<file path="config.mk">
export PLATFORM = sky130hd
export DESIGN_NAME = mux_scan_sequencer
export DESIGN_NICKNAME = d
export VERILOG_FILES = /design/src/rtl/mux_scan_sequencer.sv
export SDC_FILE = /design/constraint.sdc
export NUM_CORES = 1
export LEC_CHECK = 0
export CAP_MARGIN = 15
export CORE_MARGIN = 8
export CORE_UTILIZATION = 45
export DETAILED_ROUTE_END_ITERATION = 10
export GPL_ROUTABILITY_DRIVEN = 0
export PLACE_DENSITY_LB_ADDON = 0.15
export SYNTH_ARGS = -nofsm -noshare
export SYNTH_HDL_FRONTEND = slang
export SYNTH_SLANG_ARGS = --single-unit
export TNS_END_PERCENT = 100
</file>
<file path="constraint.sdc">
create_clock -name clk -period 2.9 [get_ports clk]
set_input_delay 0.87 -clock clk [delete_from_list [all_inputs] [get_ports clk]]
set_output_delay 0.87 -clock clk [all_outputs]
set_load 0.05 [all_outputs]
</file>
<file path="src/rtl/mux_scan_sequencer.sv">
`default_nettype none
// +--------------------------------------------------------------------------+
// | mux_scan_sequencer : steps a 4:1 mux select, waits a settle time, samples |
// | each channel and publishes the 4-bit word. Option: MUX_SCAN_PARITY_EN.   |
// | Revision: 1.0                                                            |
// +--------------------------------------------------------------------------+
module mux_scan_sequencer #(
  parameter int unsigned SETTLE_CYCLES = 2,
  parameter int unsigned CNT_W         = 4
) (
  input  logic       clk,
  input  logic       rst,
  input  logic       start_i,
  input  logic       cont_i,
  input  logic       y_in_i,
  output logic [1:0] sel_o,
  output logic       busy_o,
  output logic       done_o,
  output logic [3:0] data_o,
`ifdef MUX_SCAN_PARITY_EN
  output logic       parity_o,
`endif
  output logic       changed_o
);

  typedef enum logic [1:0] {
    S_IDLE   = 2'd0,
    S_SETTLE = 2'd1,
    S_SAMPLE = 2'd2,
    S_DONE   = 2'd3
  } state_t;

  localparam logic [CNT_W-1:0] c_CNT_LAST =
    (SETTLE_CYCLES == 0) ? '0 : CNT_W'(SETTLE_CYCLES - 1);
  localparam state_t c_SCAN_ENTRY = (SETTLE_CYCLES == 0) ? S_SAMPLE : S_SETTLE;

  if ((SETTLE_CYCLES > 15) || (SETTLE_CYCLES > ((2 ** CNT_W) - 1))) begin : g_cnt_too_narrow
    $error("mux_scan_sequencer: SETTLE_CYCLES does not fit the settle counter");
  end

  state_t           state_q;
  logic [1:0]       sel_q;
  logic [CNT_W-1:0] cnt_q;
  logic [2:0]       shadow_q;
  logic [3:0]       data_q;
  logic             busy_q;
  logic             done_q;
  logic             changed_q;
  logic [3:0]       scan_word_d;

  // The last channel bit goes straight into the published word on the same edge.
  assign scan_word_d = {y_in_i, shadow_q};

`ifdef MUX_SCAN_PARITY_EN
  logic parity_q;
  always_ff @(posedge clk or posedge rst) begin
    if (rst) begin
      parity_q <= 1'b0;
    end else if ((state_q == S_SAMPLE) && (sel_q == 2'd3)) begin
      parity_q <= ^scan_word_d;
    end
  end
  assign parity_o = parity_q;
`endif

  always_ff @(posedge clk or posedge rst) begin
    if (rst) begin
      state_q   <= S_IDLE;
      sel_q     <= 2'd0;
      cnt_q     <= '0;
      shadow_q  <= 3'd0;
      data_q    <= 4'd0;
      busy_q    <= 1'b0;
      done_q    <= 1'b0;
      changed_q <= 1'b0;
    end else begin
      done_q    <= 1'b0;
      changed_q <= 1'b0;
      unique case (state_q)
        S_IDLE: begin
          if (start_i) begin
            sel_q   <= 2'd0;
            cnt_q   <= '0;
            busy_q  <= 1'b1;
            state_q <= c_SCAN_ENTRY;
          end
        end
        S_SETTLE: begin
          cnt_q <= cnt_q + CNT_W'(1);
          if (cnt_q == c_CNT_LAST) begin
            state_q <= S_SAMPLE;
          end
        end
        S_SAMPLE: begin
          if (sel_q != 2'd3) begin
            shadow_q[sel_q] <= y_in_i;
            sel_q           <= sel_q + 2'd1;
            cnt_q           <= '0;
            state_q         <= c_SCAN_ENTRY;
          end else begin
            data_q    <= scan_word_d;
            changed_q <= (scan_word_d != data_q);
            done_q    <= 1'b1;
            state_q   <= S_DONE;
          end
        end
        S_DONE: begin
          sel_q <= 2'd0;
          cnt_q <= '0;
          if (cont_i) begin
            state_q <= c_SCAN_ENTRY;
          end else begin
            busy_q  <= 1'b0;
            state_q <= S_IDLE;
          end
        end
      endcase
    end
  end

  assign sel_o     = sel_q;
  assign busy_o    = busy_q;
  assign done_o    = done_q;
  assign data_o    = data_q;
  assign changed_o = changed_q;

endmodule
`default_nettype wire

</file>
==> results of run 1 <==
power groups by stage:
stage                     clock network (mW)  logic (mW)  registers (mW)
final                                  0.157       0.346           0.438
after floorplan                            0       0.248           0.461
after global routing                   0.179       0.388           0.456
after detailed placement                   0       0.353           0.444
after CTS                              0.164       0.353           0.440
after global placement                     0       0.344           0.440
worst reg2reg max path, stage by stage, from the launching register on:
cell	delay (ns)
dfrtp_1	0.45
ha_1	0.31
nand3b_1	0.26
inv_1	0.18
a21oi_1	0.16
o21ai_0	0.08
path summary, 6_finish.rpt:
kind	slack (ns)	endpoint	cells past startpoint	from
worst min-delay path	0.53	data_o[0]$_DFFE_PP0P_	2	shadow_q[0]$_DFFE_PP0P_
worst max register to register	1.36	cnt_q[3]$_DFFE_PP0P_	5	sel_o[0]$_DFFE_PP0P_
max in group asynchronous	1.51	shadow_q[1]$_DFFE_PP0P_	2	rst
worst max-delay path	0.45	sel_o[0]	1	sel_o[0]$_DFFE_PP0P_
min in group asynchronous	0.96	cnt_q[2]$_DFFE_PP0P_	2	rst
worst min register to register	0.53	data_o[0]$_DFFE_PP0P_	2	shadow_q[0]$_DFFE_PP0P_
per-stage QoR:
stage / instances / instance area, um^2 / power, mW / hold slack [ns]
2_1_floorplan: 89 / 921 / 0.709 / 0.476
3_3_place_gp: 127 / 1070 / 0.783 / 0.492
3_5_place_dp: 127 / 1070 / 0.797 / 0.509
4_1_cts: 131 / 1100 / 0.957 / 0.538
5_1_grt: 131 / 1100 / 1.02 / 0.587
6_report: 131 / 1100 / 0.942 / 0.533
kinds of logic after synthesis:
group | synth area share (%)
xor gates and xnor gates | 5.71
muxes | 5.84
and+or+nand+nor | 17.4
buffers and inverters | 3.80
adders and majority gates | 8.15
DFF | 48.9
AOI/OAI and AO/OA | 10.2
state kept, by name, summed over array words and instances, names as in the netlist:
signal,cells
done_o,1
shadow_q,3
busy_o,1
data_o,4
state_q,2
cnt_q,4
changed_o,1
sel_o,2
cell type report:
class	count	area (um^2)
fill	191	837
sequential	18	450
timing repair buffer	13	130
multi-input combinational	64	435
clock buffer	4	36.3
tap	27	33.8
inverter	5	18.8
layer usage:
layer / GRT usage [%] / vias up
met1: 13.2 / 317
met4: 6.98 / 0
met2: 16.9 / 14
li1: - / 330
met5: 0 / -
met3: 3.34 / 5
cells in the final DEF (no fill, tap or decap), types with 2 or more instances in the layout:
| cell | Yosys | routed |
|---|---|---|
| nor2_1 | 4 | 4 |
| ha_1 | 6 | 6 |
| mux2_2 | 3 | 3 |
| nand2b_1 | 3 | 3 |
| dfrtp_1 | 18 | 18 |
| clkbuf_4 | 0 | 3 |
| inv_1 | 5 | 5 |
| xor2_1 | 2 | 2 |
| a21oi_1 | 3 | 3 |
| a21o_1 | 2 | 2 |
| mux2i_1 | 2 | 2 |
| nand2_1 | 19 | 19 |
| o21ai_0 | 4 | 4 |
| xnor2_1 | 4 | 4 |
| o32ai_1 | 2 | 2 |
| clkdlybuf4s50_1 | 0 | 13 |
==> impl_metrics.tcl, run 1 <==
set metrics [dict create \
    crit_chain "clkdlybuf4s50_1" \
    cts_buffers 3 \
    netlist_top_cells_count "19 x nand2_1, 18 x dfrtp_1, 6 x ha_1, 5 x inv_1" \
    top_layer "met4" \
    worstPathRequired_ns 2.03 \
    area_growth_syn_to_layout_pct 20.0 \
    rsz0062_at_grt "false" \
    finalClockSkew_ns 0.00511 \
    firstDrtPassIters 4 \
    grt_max_degree 19 \
    synthFlopType "dfrtp_1" \
    core_area_um2 1940 \
    power_frac_comb_pct 36.8 \
    critPathLaunchType "register" \
    arrival_ns 1.58 \
    maxCapViolations 0 \
    synth_most_common_cell "nand2_1" \
    period_share_pct 84.4 \
    async_reset_ff_share_pct 100 \
    seqPwrFrac_pct 46.5 \
    grt_pass1_wl_um 3020 \
    yosys.area.top_type "dfrtp_1" \
    port_buffers 13 \
    slew_viol_final 0 \
    post-dp-hpwl_um 1290 \
    hp-class "reg2reg" \
    ys_seq_area_share_pct 48.9 \
    critPathMaxStageDelay_ns 0.84 \
    synth-seq-cells 18 \
    wl_met1_um 764 \
    wl_met3_um 100 \
    holdBufCountCts 0 \
    synth_warnings 0 \
    clock_sinks 18 \
    syn_area_um2 921 \
    critPathBufInv 1 \
    cts-htree-levels 1 \
    slew_headroom_pct 55.1 \
    avgSynthCellArea_um2 10.3 \
    worst_path_max_delay_cell "clkdlybuf4s50_1" \
    start_util_pct 47.4 \
    hold_viol 0 \
    synth_cells 89 \
    power.share.switching_pct 39.3 \
    synth.distinct_cells 26 \
    die_area_um2 3750 \
    fmax_ghz 0.409 \
    setup_ws_ns 0.453 \
    fin_tns_setup_ns 0 \
    grt_usage_pct 11.1 \
    mappedNetlistNets 100 \
    routed_wl_um 1690 \
    max_slew.worst_pin.slew_ns 0.673 \
    setup_viol 0 \
    path_delay_family "buffers and inverters" \
    crit_fanout 5 \
    leakagePower_nw 0.507 \
    synth_top_area_share_pct 48.9 \
    ir_worst_vdd_uv 423 \
    gr-total-overflow 0 \
    drt_iter0_markers 4 \
    dp_slack_ns 0.773 \
    grt_pass1_vias 668 \
    cts_root_buf "clkbuf_4" \
    synthTopCellsByArea "dfrtp_1 49%, ha_1 8.2%, nand2_1 7.7%" \
    ant_nets 0 \
    fin_nets 116 \
    path_class "reg2out" \
    antenna_found_initial 0 \
    clk_pin_slew_worst_paths_ns 0.10 \
    status "completed" \
    die_w_um 61.2 \
    wl_met2_um 782 \
    insertion_delay_ns 0.30 \
    internal_power_uw 572 \
    wl_per_cell_um 12.9 \
    cts.repair.resized 0 \
    netSwitchingPower_uw 370 \
    fin_util_pct 56.9 \
    power_density_nw_per_um2 852 \
    min_period_ns 2.45 \
    dr_total_vias 666 \
    cts_tree "built" \
    ioPinCount 14 \
    vias_per_cell 5.08 \
    die_h_um 61.2 \
    drive_gt1_share_pct 8.65 \
    clk_path_buf_depth 2 \
    end_kind "output port" \
    std_cell_rows 16 \
    antenna_cells 0 \
    clkPwrFrac_pct 16.7 \
    post_cts_buffers 0 \
    drcViolationCount 0 \
    synth-edff-count 0 \
]
No activity file was read; power rests on OpenSTA's default activity.
==> inputs of run 2 (changes only) <==
==> constraint.sdc (replaced) <==
create_clock -name clk -period 2.4 [get_ports clk]
set_input_delay 0.72 -clock clk [delete_from_list [all_inputs] [get_ports clk]]
set_output_delay 0.72 -clock clk [all_outputs]
set_load 0.05 [all_outputs]
==> results of run 2 <==
The final DEF is identical to that of run 1. Status: completed.
Among the figures that moved: setup slack after placement 0.773 ns -> 0.423 ns; setup slack after layout 0.453 ns -> 0.103 ns; register-to-register setup slack 1.36 ns -> 0.86 ns; total power 0.942 mW -> 1.14 mW; worst IR drop on VDD 423 uV -> 511 uV
==> RTL edit 1, RTL diff (config.mk and constraints of run 2) <==
`CNT_W`: 4 -> 5.
--- a/src/rtl/mux_scan_sequencer.sv
+++ b/src/rtl/mux_scan_sequencer.sv
@@ -7,5 +7,5 @@
 module mux_scan_sequencer #(
   parameter int unsigned SETTLE_CYCLES = 2,
-  parameter int unsigned CNT_W         = 4
+  parameter int unsigned CNT_W         = 5
 ) (
   input  logic       clk,
Formal check against the unedited RTL: no difference found for any inputs over 10 cycles, from zero or initial values and one cycle with rst high; that may be too few to reach the edited logic, so the function may still have changed.
==> RTL edit 1 against run 2 <==
Total power is 15% higher. Register-to-register slack worse by 0.16 ns. Setup slack better by 0.0037 ns. Cell area is 12% higher. Clock power is 14% lower. Sequential cell count is 1 higher. Count of clock-buffer cells in the layout is 1 lower. Synthesized area is 16% higher. Critical path depth stayed put. Via count is 14% higher. Fmax is 0.16% higher. Routed wire length is 11% higher. Final cell count is 7.6% higher. Critical path type unchanged. Critical endpoint is now sel_o[1].
==> RTL edit 1: results (changes against run 2) <==
| Metric | Value |
|---|---|
| Peak VDD IR | 0.000572 V (+12%) |
| Clk_lat worst skew | 0.30 ns (about the same) |
| Vias | 756 (+14%) |
| WL/cell | 13.3 um (+3.0%) |
| Initial DRC count | 14 (+10) |
| First-pass GRT wire length | 3350 um (+11%) |
| Synth Area per Inst | 10.8 um^2 (+4.3%) |
| Synth cell count leaders | dfrtp_1, inv_1, ha_1 |
| Slew headroom | 66.5% (+11 points) |
| Yosys cell types | 36 (+38%) |
| Xor and xnor area share after synthesis | 4.10% (-1.6 points) |
| Sw Ratio | 43.3% (+4.0 points) |
| Syn Nets | 110 (+10%) |
| Synth Area in Compound Gates | 13.0% (+2.8 points) |
| Mux share of post-synthesis cell area | 10.2% (+4.3 points) |
| Root Buffer | clkbuf_4 |
| Status | finished, final reports clean |
| Register area share after synthesis | 44.5% (-4.4 points) |
| Synth area leaders | dfrtp_1, ha_1, mux2_2, inv_1, o211ai_1 |
| Leak Pwr | 0.553 nW (+9.1%) |
| Post-DP HPWL | 1410 um (+9.5%) |
| Fin nets | 125 (+7.8%) |
| Adder-Cell Fraction of Synth Area | 7.03% (-1.1 points) |
| Ys async rst share | 100% (unchanged) |
| Crit-path max FO | 6 (+1) |
| Largest net degree at the start of global routing | 20 (+1) |
| DP Area | 1210 um^2 (+13%) |
| Setup Skew | 0.00272 ns (-0.00239 ns) |
| Layout cells sized above 1 | 11.5% (+2.9 points) |
==> RTL edit 1: cell count changes after synthesis, moves of 2 or more <==
| cell | change |
|---|---|
| inv_1 | +5 |
| a31oi_1 | +2 |
| nand3_1 | +2 |
| o32ai_1 | -2 |
| o31a_1 | +2 |
| mux2_1 | +3 |
| nand2_1 | -14 |
| o21ai_0 | -4 |
| nor4_1 | +2 |
| o211ai_1 | +5 |
==> RTL edit 1: cell type report <==
| class | count | area (um^2) |
|---|---|---|
| clock inverters | 1 | 5.00 |
| fillers | 197 | 991 |
| repair buffers | 14 | 140 |
| flip-flops and latches | 19 | 475 |
| inverters | 10 | 37.5 |
| well taps | 28 | 35.0 |
| clock buffers | 3 | 22.5 |
| multi-input cells | 66 | 527 |
==> RTL edit 1: final timing paths <==
| kind | slack (ns) | to | start | depth (start not counted) |
|---|---|---|---|---|
| max | 0.11 | sel_o[1] | sel_o[1]$_DFFE_PP0P_ | 1 |
| min | 0.55 | shadow_q[1]$_DFFE_PP0P_ | shadow_q[1]$_DFFE_PP0P_ | 1 |
| max reg2reg | 0.70 | data_o[0]$_DFFE_PP0P_ | sel_o[0]$_DFFE_PP0P_ | 4 |
| min reg2reg | 0.55 | shadow_q[1]$_DFFE_PP0P_ | shadow_q[1]$_DFFE_PP0P_ | 1 |
| max in group asynchronous | 1.47 | shadow_q[1]$_DFFE_PP0P_ | rst | 3 |
| min in group asynchronous | 0.73 | cnt_q[2]$_DFFE_PP0P_ | rst | 3 |
==> RTL edit 1: stage by stage <==
stage	setup slack, ns	util (%)
6_report	0.107	55.6
2_1_floorplan	0.611	-
5_1_grt	0.0396	55.6
4_1_cts	0.0277	55.5
3_5_place_dp	0.298	54.3
3_3_place_gp	0.336	54.3
==> RTL edit 1: metal layers <==
layer | vias up | share of wire, % | track usage, % | wire length [um]
li1 | 378 | - | - | -
met1 | 357 | 48 | 12.3 | 901
met2 | 16 | 44 | 14.3 | 822
met3 | 5 | 5.5 | 3.61 | 102
met4 | 0 | 2.4 | 5.72 | 45
met5 | - | 0 | 0 | 0
==> RTL edit 1: power groups by stage <==
stage | registers [mW] | clock network, mW | logic (mW)
floorplan | 0.603 | 0 | 0.425
global placement | 0.568 | 0 | 0.575
detailed placement | 0.571 | 0 | 0.584
CTS | 0.566 | 0.173 | 0.586
global route | 0.585 | 0.187 | 0.645
finish | 0.564 | 0.163 | 0.580
==> RTL edit 1: timing repair <==
item | in CTS | in global routing
resized for setup | 0 | 1
hold buffers | 0 | 0
setup buffers | 0 | 0
setup endpoints to repair | 0 | 1
==> RTL edit 2, RTL diff (config.mk and constraints of run 2) <==
Without the edit above. Re-encode `state_t` (4 states) as one-hot, 4 bits wide.
--- a/src/rtl/mux_scan_sequencer.sv
+++ b/src/rtl/mux_scan_sequencer.sv
@@ -24,9 +24,9 @@
 );
 
-  typedef enum logic [1:0] {
-    S_IDLE   = 2'd0,
-    S_SETTLE = 2'd1,
-    S_SAMPLE = 2'd2,
-    S_DONE   = 2'd3
+  typedef enum logic [3:0] {
+    S_IDLE   = 4'b0001,
+    S_SETTLE = 4'b0010,
+    S_SAMPLE = 4'b0100,
+    S_DONE   = 4'b1000
   } state_t;
 
Check against the original RTL: same outputs for any inputs over 10 cycles, from zero or initial values and one cycle with rst high; not proved beyond that.
==> RTL edit 2 against run 2 <==
Setup slack improved by 0.010 ns. Sequential share of layout area shrank 2.2 points. Synthesized area grew 21%. Highest routed layer unchanged. Routed wire length grew 17%. Total power is 6.2% higher. Cell area increased by 18%. Sequential cell count is 2 higher. Critical path depth unchanged. Largest power group unchanged. Critical endpoint unchanged.
==> RTL edit 2: results (changes against run 2) <==
| Metric | Value |
|---|---|
| Post-DP HPWL | 1440 um (+11%) |
| Synth Area per Inst | 11.6 um^2 (+12%) |
| Synth Area in Compound Gates | 13.0% (+2.8 points) |
| Routed WL | 1970 um (+17%) |
| Post-Place Cells | 134 (+5.5%) |
| Status | finished, final reports clean |
| Setup Skew | 0.00476 ns (-0.000355 ns) |
| Synth cell count leaders | dfrtp_1, inv_1, mux2_2 |
| Syn Nets | 107 (+7.0%) |
| First-pass GRT wire length | 3280 um (+8.9%) |
| Root Buffer | clkbuf_4 |
| DP Area | 1250 um^2 (+17%) |
| Mux share of post-synthesis cell area | 7.98% (+2.1 points) |
| Synth area leaders | dfrtp_1, mux2_2, ha_1, nor4b_4, xor2_1 |
| Register area share after synthesis | 45.1% (-3.9 points) |
| Worst hold stages | 1 (-1) |
| Xor and xnor area share after synthesis | 3.93% (-1.8 points) |
| PnR worst setup slack | 0.113 ns (+0.0102 ns) |
| Post-route cell area | 1300 um^2 (+18%) |
| Pre-CTS WS | 0.450 ns (+0.0270 ns) |
| Post-CTS Resized | 0 (unchanged) |
| Fin nets | 120 (+3.4%) |
| Yosys cell types | 40 (+54%) |
| WHS Endpoint | state_q[2]$_DFFE_PP0P_ |
| Layout cells sized above 1 | 16.7% (+8.0 points) |
| Startpoint of the worst hold path | cnt_q[3]$_DFFE_PP0P_ |
| Number of global-route vias before repair | 701 (+4.9%) |
| Peak VDD IR | 0.000530 V (+3.6%) |
| R2R Setup Slk | 0.60 ns (-0.26 ns) |
| Total power | 1.21 mW (+6.2%) |
| Worst slew pin tran | 0.499 ns (-0.174 ns) |
| Worst hold slack | 0.536 ns (+0.00345 ns) |
| Gr usage total | 9.98% (-1.1 points) |
| WL/cell | 14.3 um (+11%) |
| Ys async rst share | 100% (unchanged) |
| Initial DRC count | 39 (+35) |
| Largest net degree at the start of global routing | 21 (+2) |
| Leak Pwr | 0.537 nW (+5.9%) |
| Adder-Cell Fraction of Synth Area | 6.74% (-1.4 points) |
| R2R cell count | 3 (-2) |
| Worst-path clk slew | 0.12 ns (+0.02 ns) |
| Via density | 5.35 (+5.2%) |
| Reg-to-Reg Start | state_q[1]$_DFFE_PP0P_ |
| RR Endpoint | data_o[2]$_DFFE_PP0P_ |
## RTL edit 2: report_power, final
part	total, mW	switching (mW)	leakage, nW	internal (mW)
clock	0.277	0.108	0.0279	0.169
combinational	0.402	0.207	0.263	0.196
sequential	0.529	0.112	0.246	0.417
## RTL edit 2: cell type report
cell class,count,area (um^2)
clock buffer,3,22.5
clock inverter,1,30.0
fill,212,1110
inverter,8,30.0
multi-input combinational,62,543
sequential,20,502
tap,30,37.5
timing repair buffer,14,138
## RTL edit 2: logic make-up (layout without fill, tap and decap cells)
logic type | Yosys count | count (layout)
and+or+nand+nor | 24 | 24
DFF | 20 | 20
AOI/OAI and AO/OA | 19 | 19
buffers and inverters | 14 | 26
muxes | 8 | 8
adders and majority gates | 6 | 6
xor gates and xnor gates | 5 | 5
## RTL edit 2: metal layers
layer	GRT usage, %	share of wire, %	routed length, um
met1	12.3	47	937
met2	14.5	46	915
met3	3.23	3.6	71
met4	6.54	2.5	49
met5	0	0	0
